$ cat src/rtl/spi_periferico_esclavo.sv
// -----------------------------------------------------------------------------
// spi_periferico_esclavo
//
// SPI mode-0 responder. The master's SCLK, MOSI and CS_n are oversampled in
// the clk_fpga domain, MSB-first frames are deserialised into rx_data_o with
// a pending/overrun handshake, and a locally loaded transmit byte is shifted
// out on MISO.
//
// Ports:
//   clk_fpga, rst_n         system clock, asynchronous active-low reset
//   i_SPI_Clk/MOSI/CS_n     SPI pins from the master (mode 0, CS active low)
//   o_SPI_MISO              slave data out, MSB first, 0 while not selected
//   tx_data_i, tx_load_i    byte to return and its capture strobe
//   rx_ack_i                clears rx_pending_o
//   clr_i                   clears overrun_o and abort_o
//   rx_data_o, rx_valid_o   last complete frame and its one-cycle update pulse
//   rx_pending_o            frame received and not yet acknowledged
//   overrun_o, abort_o      sticky error flags
//   busy_o                  frame engine not idle
//   frame_cnt_o             completed frame count, wraps at 256
// -----------------------------------------------------------------------------
module spi_periferico_esclavo #(
  parameter int N    = 8,
  parameter int SYNC = 2
) (
  input  logic         clk_fpga,
  input  logic         rst_n,
  input  logic         i_SPI_Clk,
  input  logic         i_SPI_MOSI,
  input  logic         i_CS_n,
  output logic         o_SPI_MISO,
  input  logic [N-1:0] tx_data_i,
  input  logic         tx_load_i,
  input  logic         rx_ack_i,
  input  logic         clr_i,
  output logic [N-1:0] rx_data_o,
  output logic         rx_valid_o,
  output logic         rx_pending_o,
  output logic         overrun_o,
  output logic         abort_o,
  output logic         busy_o,
  output logic [7:0]   frame_cnt_o
);

  localparam int CW = $clog2(N) + 1;
  localparam logic [CW-1:0] LAST_BIT = CW'(N - 1);
  localparam logic [CW-1:0] ONE_BIT  = CW'(1);

  localparam logic [1:0] ST_IDLE  = 2'd0;
  localparam logic [1:0] ST_SHIFT = 2'd1;
  localparam logic [1:0] ST_DONE  = 2'd2;

  logic [SYNC-1:0] r_sclk_sync;
  logic [SYNC-1:0] r_mosi_sync;
  logic [SYNC-1:0] r_cs_sync;
  logic            r_sclk_hist;
  logic            r_cs_hist;

  logic w_sclk_s;
  logic w_mosi_s;
  logic w_cs_s;
  logic w_sclk_rise;
  logic w_sclk_fall;
  logic w_cs_rise;
  logic w_cs_fall;

  logic [1:0]    r_state;
  logic [1:0]    w_state_nxt;
  logic          r_busy;
  logic [CW-1:0] r_bit_cnt;
  logic [N-1:0]  r_tx_buf;
  logic [N-1:0]  r_tx_shift;
  logic [N-1:0]  r_rx_shift;
  logic [N-1:0]  r_rx_data;
  logic          r_rx_valid;
  logic          r_rx_pending;
  logic          r_overrun;
  logic          r_abort;
  logic [7:0]    r_frame_cnt;

  logic w_done;
  logic w_overrun_set;
  logic w_abort_set;

  // Synchroniser chains plus one history flop for SCLK and CS edge detection.
  // CS idles high, so its chain resets to 1 to avoid a false fall after reset.
  always_ff @(posedge clk_fpga or negedge rst_n) begin
    if (!rst_n) begin
      r_sclk_sync <= '0;
      r_mosi_sync <= '0;
      r_cs_sync   <= '1;
      r_sclk_hist <= 1'b0;
      r_cs_hist   <= 1'b1;
    end else begin
      r_sclk_sync <= {r_sclk_sync[SYNC-2:0], i_SPI_Clk};
      r_mosi_sync <= {r_mosi_sync[SYNC-2:0], i_SPI_MOSI};
      r_cs_sync   <= {r_cs_sync[SYNC-2:0], i_CS_n};
      r_sclk_hist <= r_sclk_sync[SYNC-1];
      r_cs_hist   <= r_cs_sync[SYNC-1];
    end
  end

  assign w_sclk_s    = r_sclk_sync[SYNC-1];
  assign w_mosi_s    = r_mosi_sync[SYNC-1];
  assign w_cs_s      = r_cs_sync[SYNC-1];
  assign w_sclk_rise = w_sclk_s & ~r_sclk_hist;
  assign w_sclk_fall = ~w_sclk_s & r_sclk_hist;
  assign w_cs_rise   = w_cs_s & ~r_cs_hist;
  assign w_cs_fall   = ~w_cs_s & r_cs_hist;

  // Next-state decode for the frame engine.
  always_comb begin
    w_state_nxt = r_state;
    case (r_state)
      ST_IDLE: begin
        if (w_cs_fall) w_state_nxt = ST_SHIFT;
        else           w_state_nxt = ST_IDLE;
      end
      ST_SHIFT: begin
        if (w_cs_rise)                                w_state_nxt = ST_IDLE;
        else if (w_sclk_rise && r_bit_cnt == LAST_BIT) w_state_nxt = ST_DONE;
        else                                          w_state_nxt = ST_SHIFT;
      end
      ST_DONE: begin
        if (w_cs_s) w_state_nxt = ST_IDLE;
        else        w_state_nxt = ST_SHIFT;
      end
      default: w_state_nxt = ST_IDLE;
    endcase
  end

  // State register and registered busy flag.
  always_ff @(posedge clk_fpga or negedge rst_n) begin
    if (!rst_n) begin
      r_state <= ST_IDLE;
      r_busy  <= 1'b0;
    end else begin
      r_state <= w_state_nxt;
      r_busy  <= (w_state_nxt != ST_IDLE);
    end
  end

  // Shift datapath. tx_shift is kept at 0 whenever the engine is idle so that
  // MISO can be driven straight from its MSB and stays low while deselected.
  always_ff @(posedge clk_fpga or negedge rst_n) begin
    if (!rst_n) begin
      r_tx_buf   <= '0;
      r_tx_shift <= '0;
      r_rx_shift <= '0;
      r_bit_cnt  <= '0;
    end else begin
      if (tx_load_i) r_tx_buf <= tx_data_i;
      case (r_state)
        ST_IDLE: begin
          if (w_cs_fall) begin
            r_tx_shift <= r_tx_buf;
            // A rise seen together with the CS fall is the first data bit.
            if (w_sclk_rise) begin
              r_rx_shift <= {r_rx_shift[N-2:0], w_mosi_s};
              r_bit_cnt  <= ONE_BIT;
            end else begin
              r_bit_cnt  <= '0;
            end
          end
        end
        ST_SHIFT: begin
          if (w_cs_rise) begin
            r_tx_shift <= '0;
            r_bit_cnt  <= '0;
          end else if (w_sclk_rise) begin
            r_rx_shift <= {r_rx_shift[N-2:0], w_mosi_s};
            r_bit_cnt  <= r_bit_cnt + ONE_BIT;
          end else if (w_sclk_fall && r_bit_cnt != '0) begin
            // The fall that trails the last bit of the previous frame arrives
            // with bit_cnt already cleared and must not disturb the reload.
            r_tx_shift <= {r_tx_shift[N-2:0], 1'b0};
          end
        end
        ST_DONE: begin
          r_tx_shift <= w_cs_s ? '0 : r_tx_buf;
          r_bit_cnt  <= '0;
        end
        default: begin
          r_tx_shift <= '0;
          r_bit_cnt  <= '0;
        end
      endcase
    end
  end

  assign w_done        = (r_state == ST_DONE);
  assign w_overrun_set = w_done & r_rx_pending & ~rx_ack_i;
  assign w_abort_set   = (r_state == ST_SHIFT) & w_cs_rise & (r_bit_cnt != '0);

  // Receive result, handshake and sticky error flags. A new event outranks
  // clr_i, and a completing frame outranks rx_ack_i.
  always_ff @(posedge clk_fpga or negedge rst_n) begin
    if (!rst_n) begin
      r_rx_data    <= '0;
      r_rx_valid   <= 1'b0;
      r_rx_pending <= 1'b0;
      r_overrun    <= 1'b0;
      r_abort      <= 1'b0;
      r_frame_cnt  <= 8'd0;
    end else begin
      r_rx_valid <= w_done;
      if (w_done) begin
        r_rx_data   <= r_rx_shift;
        r_frame_cnt <= r_frame_cnt + 8'd1;
      end
      if (w_done)        r_rx_pending <= 1'b1;
      else if (rx_ack_i) r_rx_pending <= 1'b0;
      if (w_overrun_set) r_overrun <= 1'b1;
      else if (clr_i)    r_overrun <= 1'b0;
      if (w_abort_set)   r_abort <= 1'b1;
      else if (clr_i)    r_abort <= 1'b0;
    end
  end

  assign o_SPI_MISO   = r_tx_shift[N-1];
  assign rx_data_o    = r_rx_data;
  assign rx_valid_o   = r_rx_valid;
  assign rx_pending_o = r_rx_pending;
  assign overrun_o    = r_overrun;
  assign abort_o      = r_abort;
  assign busy_o       = r_busy;
  assign frame_cnt_o  = r_frame_cnt;

endmodule
$ cat config.mk
export PLATFORM = sky130hd
export DESIGN_NAME = spi_periferico_esclavo
export DESIGN_NICKNAME = d
export VERILOG_FILES = /design/src/rtl/spi_periferico_esclavo.sv
export SDC_FILE = /design/constraint.sdc
export NUM_CORES = 1
export LEC_CHECK = 0
export BUFFER_PORTS_ARGS = -buffer_cell sky130_fd_sc_hd__buf_2
export CORE_UTILIZATION = 35
export CTS_BUF_LIST = sky130_fd_sc_hd__clkbuf_8 sky130_fd_sc_hd__clkbuf_16
export DETAILED_ROUTE_END_ITERATION = 12
export REMOVE_ABC_BUFFERS = 1
export SLEW_MARGIN = 20
export SYNTH_ARGS = -nofsm -noshare
export SYNTH_HDL_FRONTEND = slang
export SYNTH_SLANG_ARGS = --single-unit
export TNS_END_PERCENT = 1
$ cat constraint.sdc
create_clock -name clk_fpga -period 3.8 [get_ports clk_fpga]
set_clock_uncertainty 0.15 [all_clocks]
set_input_delay 0.38 -clock clk_fpga [delete_from_list [all_inputs] [get_ports clk_fpga]]
set_output_delay 0.38 -clock clk_fpga [all_outputs]
set_load 0.02 [all_outputs]
==> results of run 1 <==
[critical path: cells and delay by family, from the launching register on]
| family | cells | cell delay, ns |
|---|---|---|
| flip-flops | 1 | 0.78 |
| AND/OR/NAND/NOR | 2 | 0.53 |
| AO/OA/AOI/OAI | 1 | 0.37 |
| multiplexers | 1 | 0.36 |
[state kept, by name (all words and copies together), names as in the netlist]
| register | cells |
|---|---|
| frame_cnt_o | 8 |
| r_rx_shift | 8 |
| r_tx_buf | 8 |
| r_tx_shift | 8 |
| rx_data_o | 8 |
| r_bit_cnt | 4 |
| r_cs_sync | 2 |
| r_mosi_sync | 2 |
| r_sclk_sync | 2 |
| r_state | 2 |
| abort_o | 1 |
| busy_o | 1 |
| overrun_o | 1 |
| r_cs_hist | 1 |
| r_sclk_hist | 1 |
| rx_pending_o | 1 |
| rx_valid_o | 1 |
[cells in the final DEF (no fill, tap or decap), types with 4 or more instances in the layout]
| master | instances |
|---|---|
| mux2_2 | 7 |
| a31oi_1 | 7 |
| a21oi_1 | 4 |
| nand2b_1 | 4 |
| dfrtp_1 | 56 |
| nand2_1 | 41 |
| buf_2 | 37 |
| o21ai_0 | 10 |
| dlygate4sd3_1 | 4 |
| mux2_4 | 16 |
| xnor2_1 | 6 |
| clkbuf_8 | 11 |
| inv_1 | 7 |
| nor2b_1 | 9 |
[path summary, 6_finish.rpt]
| path | startpoint | to | slack (ns) | depth (start not counted) |
|---|---|---|---|---|
| max | r_state[0] | r_tx_shift[1] | 1.50 | 4 |
| min | tx_data_i[0] | r_tx_buf[0] | 0.11 | 3 |
| max reg2reg | r_state[0] | r_tx_shift[1] | 1.50 | 4 |
| min reg2reg | r_mosi_sync[0] | r_mosi_sync[1] | 0.20 | 0 |
| max in group asynchronous | rst_n | r_tx_shift[7] | 2.23 | 3 |
| min in group asynchronous | rst_n | r_tx_buf[6] | 0.44 | 2 |
[kinds of logic after synthesis]
| group | Yosys count | share of synthesized area |
|---|---|---|
| simple gates | 77 | 0.1482 |
| flops | 59 | 0.5785 |
| compound gates | 29 | 0.07091 |
| mux | 24 | 0.1286 |
| buf+inv | 17 | 0.03520 |
| xor+xnor | 7 | 0.02396 |
| fa+ha+maj | 3 | 0.01467 |
[power by group through the flow]
stage	combinational (mW)	clock [mW]	sequential, mW
after floorplan	0.217	0	0.811
after global placement	0.279	0	0.822
after detailed placement	0.287	0	0.819
after CTS	0.289	0.524	0.814
after global routing	0.314	0.547	0.830
final	0.284	0.505	0.815
[per-layer routing]
metal  vias up  part of all wire  track usage
li1        815                 -            -
met5         -                 0            0
met3        11             0.036      0.02654
met2        34              0.42       0.1854
met4         0             0.025      0.09836
met1       796              0.52       0.1914
[cell type report]
| type | count | area (sq um) |
|---|---|---|
| sequential | 59 | 1480 |
| clock buffer | 11 | 151.4 |
| clock inverter | 5 | 28.78 |
| tap | 96 | 120.1 |
| inverter | 7 | 26.28 |
| timing repair buffer | 42 | 232.7 |
| multi-input combinational | 140 | 988.4 |
| fill | 664 | 3916 |
[stage by stage]
stage	setup slack, ns	hold slack, ns
floorplan	1.784	-0.06559
global placement	1.556	0.1826
detailed placement	1.501	0.1856
CTS	1.501	0.08780
global route	1.289	0.1144
finish	1.496	0.1108
==> impl_metrics.ini, run 1 <==
[synth]
synth.cell_area_sq_um = 2559
synth_edf_count = 0
yosysSeqAreaShare = 0.5785
yosys-top-cells-area = dfrtp_1 (55%), mux2_4 (9.4%), nand2_1 (6.0%)
yosysTopAreaCell = dfrtp_1
synth_warnings = 0
syn_inst = 216
ys_ff_latch = 59
synthFlopType = dfrtp_1
synth.top_cell.area_share = 0.5477
syn_avg_cell_area_sq_um = 11.85
yosysMostFrequentCell = dfrtp_1
yosys-top-cells-count = dfrtp_1 (56), nand2_1 (41), mux2_4 (16)
ys_types = 42
synthArstFlopShare = 1.000

[finish]
final_util = 0.4360
synthToLayoutAreaGrowth_pct = 18.34
finalNetCount = 278
drive_above_1_share = 0.3106
antenna_cells = 0
stdcell_area_sq_um = 3028
stdcell_count = 360

[worst_setup_path]
cp_slowest_cell = dfrtp_1
critPathMaxStageDelay_ns = 0.78
path_max_fanout = 24
path_cells = nand2b_1 -> or2b_1 -> o21ba_1 -> mux2_4
critPathKind = reg -> reg
cp-end-kind = register
required_ns = 3.87
cp-start-kind = register
cp_data_arrival_time_ns = 2.38

[place]
gp_congestion = 0.7697
io_buffers = 37
placed_cells = 340
place_area_sq_um = 2808
dp_hpwl_microns = 3039

[pwr]
p_comb_frac = 0.177
power_mw = 1.604
power.switching_mw = 0.4266
p_sw_frac = 0.2660
seq_power_share = 0.508
p_per_area_nw_per_um2 = 529.7
peakVddDrop_v = 0.0001420
p_int_mw = 1.177
p_leak_nw = 1.500
pwr-share-clk = 0.315

[floorplanning]
placementRows = 30
die_x_microns = 87.50
core_sq_um = 6944
start_util = 0.3685
die_h_microns = 87.50
dieArea_sq_um = 7656
ios = 38

[clock_network]
postCtsSetupRepairBufs = 0
cts_buffers = 9
cts.reportedPaths.clkPinSlew_ns = 0.06
cts_root_buf = clkbuf_8
htreeDepth = 3
hold_buffers = 4
insertion_delay_ns = 0.34
cts.repair.resized = 0
clock_path_buffers = 2
numClockSinks = 59
tritoncts = done

[sta]
grt_setup_unrepaired = false
min_period_ns = 2.304
finalMaxSlewViolations = 0
fin_setup_tns_ns = 0
clock.fmax_ghz = 0.4339
setup_viol = 0
tightest_slew_ns = 0.6788
slew_headroom = 0.5475
period_share = 0.6064
hold_viol = 0

[route]
drt-total-wl_microns = 4519
wl_per_cell_microns = 12.55
drt_drc_violations_left = 0
vias = 1656
via_per_inst = 4.600
ant_nets = 0
drt-initial-drc-count = 65
drtPass1Iterations = 4

[global_route]
grt_pass1_vias = 1576
grt_max_degree = 34
grtUsageTotal = 0.1358
grt_pass1_wl_microns = 7693
overflow = 0
antenna_found_initial = 0

[outcome]
status = finished, final reports clean

[run]
max-cap-violations = 0

[hold_path]
min_path_type = in -> reg
Power figures use the tool's default switching activity.
==> run 2: changes to the inputs <==
==> constraint.sdc (replaced) <==
create_clock -name clk_fpga -period 2.3 [get_ports clk_fpga]
set_clock_uncertainty 0.15 [all_clocks]
set_input_delay 0.23 -clock clk_fpga [delete_from_list [all_inputs] [get_ports clk_fpga]]
set_output_delay 0.23 -clock clk_fpga [all_outputs]
set_load 0.02 [all_outputs]
==> run 2 against run 1 <==
Utilization increased by 2.5 points. Via count increased by 2.7%. Fmax increased by 9.3%. Cell area increased by 5.7%. Critical path depth unchanged. Setup slack got worse by 1.3 ns. Flip-flop and latch count unchanged. Die area unchanged. Non-clock buffer count increased by 14. Critical endpoint is now r_rx_shift[0].
==> impl_metrics.ini, run 2 (synthesis gave the netlist of run 1 again) <==
[sta]
slew_headroom = 0.6335
timing.hold.ws_ns = 0.04232
hold_viol = 0
tightest_slew_ns = 0.5497
fin_ws_ns = 0.1922
period_share = 0.9164
clock.fmax_ghz = 0.4744
grt_setup_unrepaired = false
finalMaxSlewViolations = 0
setup_viol = 0
fin_setup_tns_ns = 0
min_period_ns = 2.108

[global_route]
antenna_found_initial = 0
grt_max_degree = 37
grt_pass1_vias = 1617
overflow = 0
grtUsageTotal = 0.1381
grt_pass1_wl_microns = 7790

[finish]
final_cell_mix = dfrtp_1 (56), nand2_1 (41), buf_2 (37)
finalNetCount = 292
multiInputGateArea_sq_um = 988.4
num-fill-cells = 653
final_common_cell = dfrtp_1
drive_above_1_share = 0.3165
antenna_cells = 0
synthToLayoutAreaGrowth_pct = 25.09
regArea_sq_um = 1480

[hold_path]
min_path_type = in -> reg

[clock_network]
cts_buffers = 9
htreeDepth = 3
cts.reportedPaths.clkPinSlew_ns = 0.07
numClockSinks = 59
tritoncts = done
hold_buffers = 13
postCtsSetupRepairBufs = 0
cts.repair.resized = 0
insertion_delay_ns = 0.34
cts_root_buf = clkbuf_8
clock_path_buffers = 2

[place]
dp_hpwl_microns = 3110
gp_congestion = 0.7911
io_buffers = 37
pre_cts_ws_ns = 0.1904

[floorplanning]
start_util = 0.3685
dieArea_sq_um = 7656
placementRows = 30
core_sq_um = 6944
die_x_microns = 87.50
ios = 38
die_h_microns = 87.50

[worst_setup_path]
path_max_fanout = 8
r2r_slack_ns = 0.19
critPathKind = reg -> reg
cp-end-kind = register
required_ns = 2.37
cp-start-kind = register
cp_data_arrival_time_ns = 2.17

[route]
vias = 1700
wl_per_cell_microns = 12.45
drtPass1Iterations = 4
drt-initial-drc-count = 62
drt_drc_violations_left = 0
ant_nets = 0
via_per_inst = 4.545
drt-total-wl_microns = 4656

[pwr]
peakVddDrop_v = 0.0002632
p_leak_nw = 1.583
p_per_area_nw_per_um2 = 885.6

[run]
max-cap-violations = 0

[outcome]
status = finished, final reports clean
==> run 2: cell types whose count changed in the layout (fill, tap and decap cells not counted), sizes merged <==
cell         change
buf              +5
bufinv           +1
clkbuf           +1
clkinvlp         -1
dlygate4sd3      +9
inv              -1
==> run 2: power breakdown <==
part           internal (mW)  switching, mW  total (mW)  leakage (nW)
sequential              1.21          0.126        1.33         0.752
combinational          0.317          0.191       0.508         0.722
clock                  0.585          0.407       0.992         0.108
==> run 2: worst max-delay path: stages, from the launching register on <==
cell and delay (ns):
dfstp_2 0.54, nor2b_1 0.30, a21oi_2 0.05, or3b_1 0.58, mux2_4 0.38
==> run 2: metrics by stage <==
stage | util | area, sq um | std cells | power [mW]
CTS | 0.4609 | 3201 | 374 | 2.867
finish | 0.4609 | 3201 | 374 | 2.835
global route | 0.4609 | 3201 | 374 | 2.999
detailed placement | 0.4115 | 2858 | 345 | 1.848
global placement | 0.4115 | 2858 | 345 | 1.836
floorplan | - | 2495 | 206 | 1.699
==> run 2: final timing paths <==
kind / startpoint / end / cells past startpoint
worst max-delay path: r_cs_hist / r_rx_shift[0] / 4
worst min-delay path: rx_ack_i / rx_pending_o / 3
worst max register to register: r_cs_hist / r_rx_shift[0] / 4
worst min register to register: r_mosi_sync[0] / r_mosi_sync[1] / 0
max in group asynchronous: rst_n / r_cs_hist / 3
min in group asynchronous: rst_n / r_tx_buf[7] / 2
==> run 2: layout make-up <==
| type | instances | area share |
|---|---|---|
| inverter | 7 | 0.008210 |
| sequential | 59 | 0.4625 |
| clock inverter | 4 | 0.01486 |
| clock buffer | 12 | 0.05160 |
| tap | 96 | 0.03753 |
| multi-input combinational | 140 | 0.3088 |
| timing repair buffer | 56 | 0.1165 |
==> run 2: per-layer routing <==
metal / track usage / routed length [microns] / vias up
met5: 0 / 0 / -
met4: 0.08495 / 98 / 0
met3: 0.03697 / 139 / 7
met2: 0.1889 / 1998 / 37
met1: 0.1937 / 2419 / 806
li1: - / - / 850
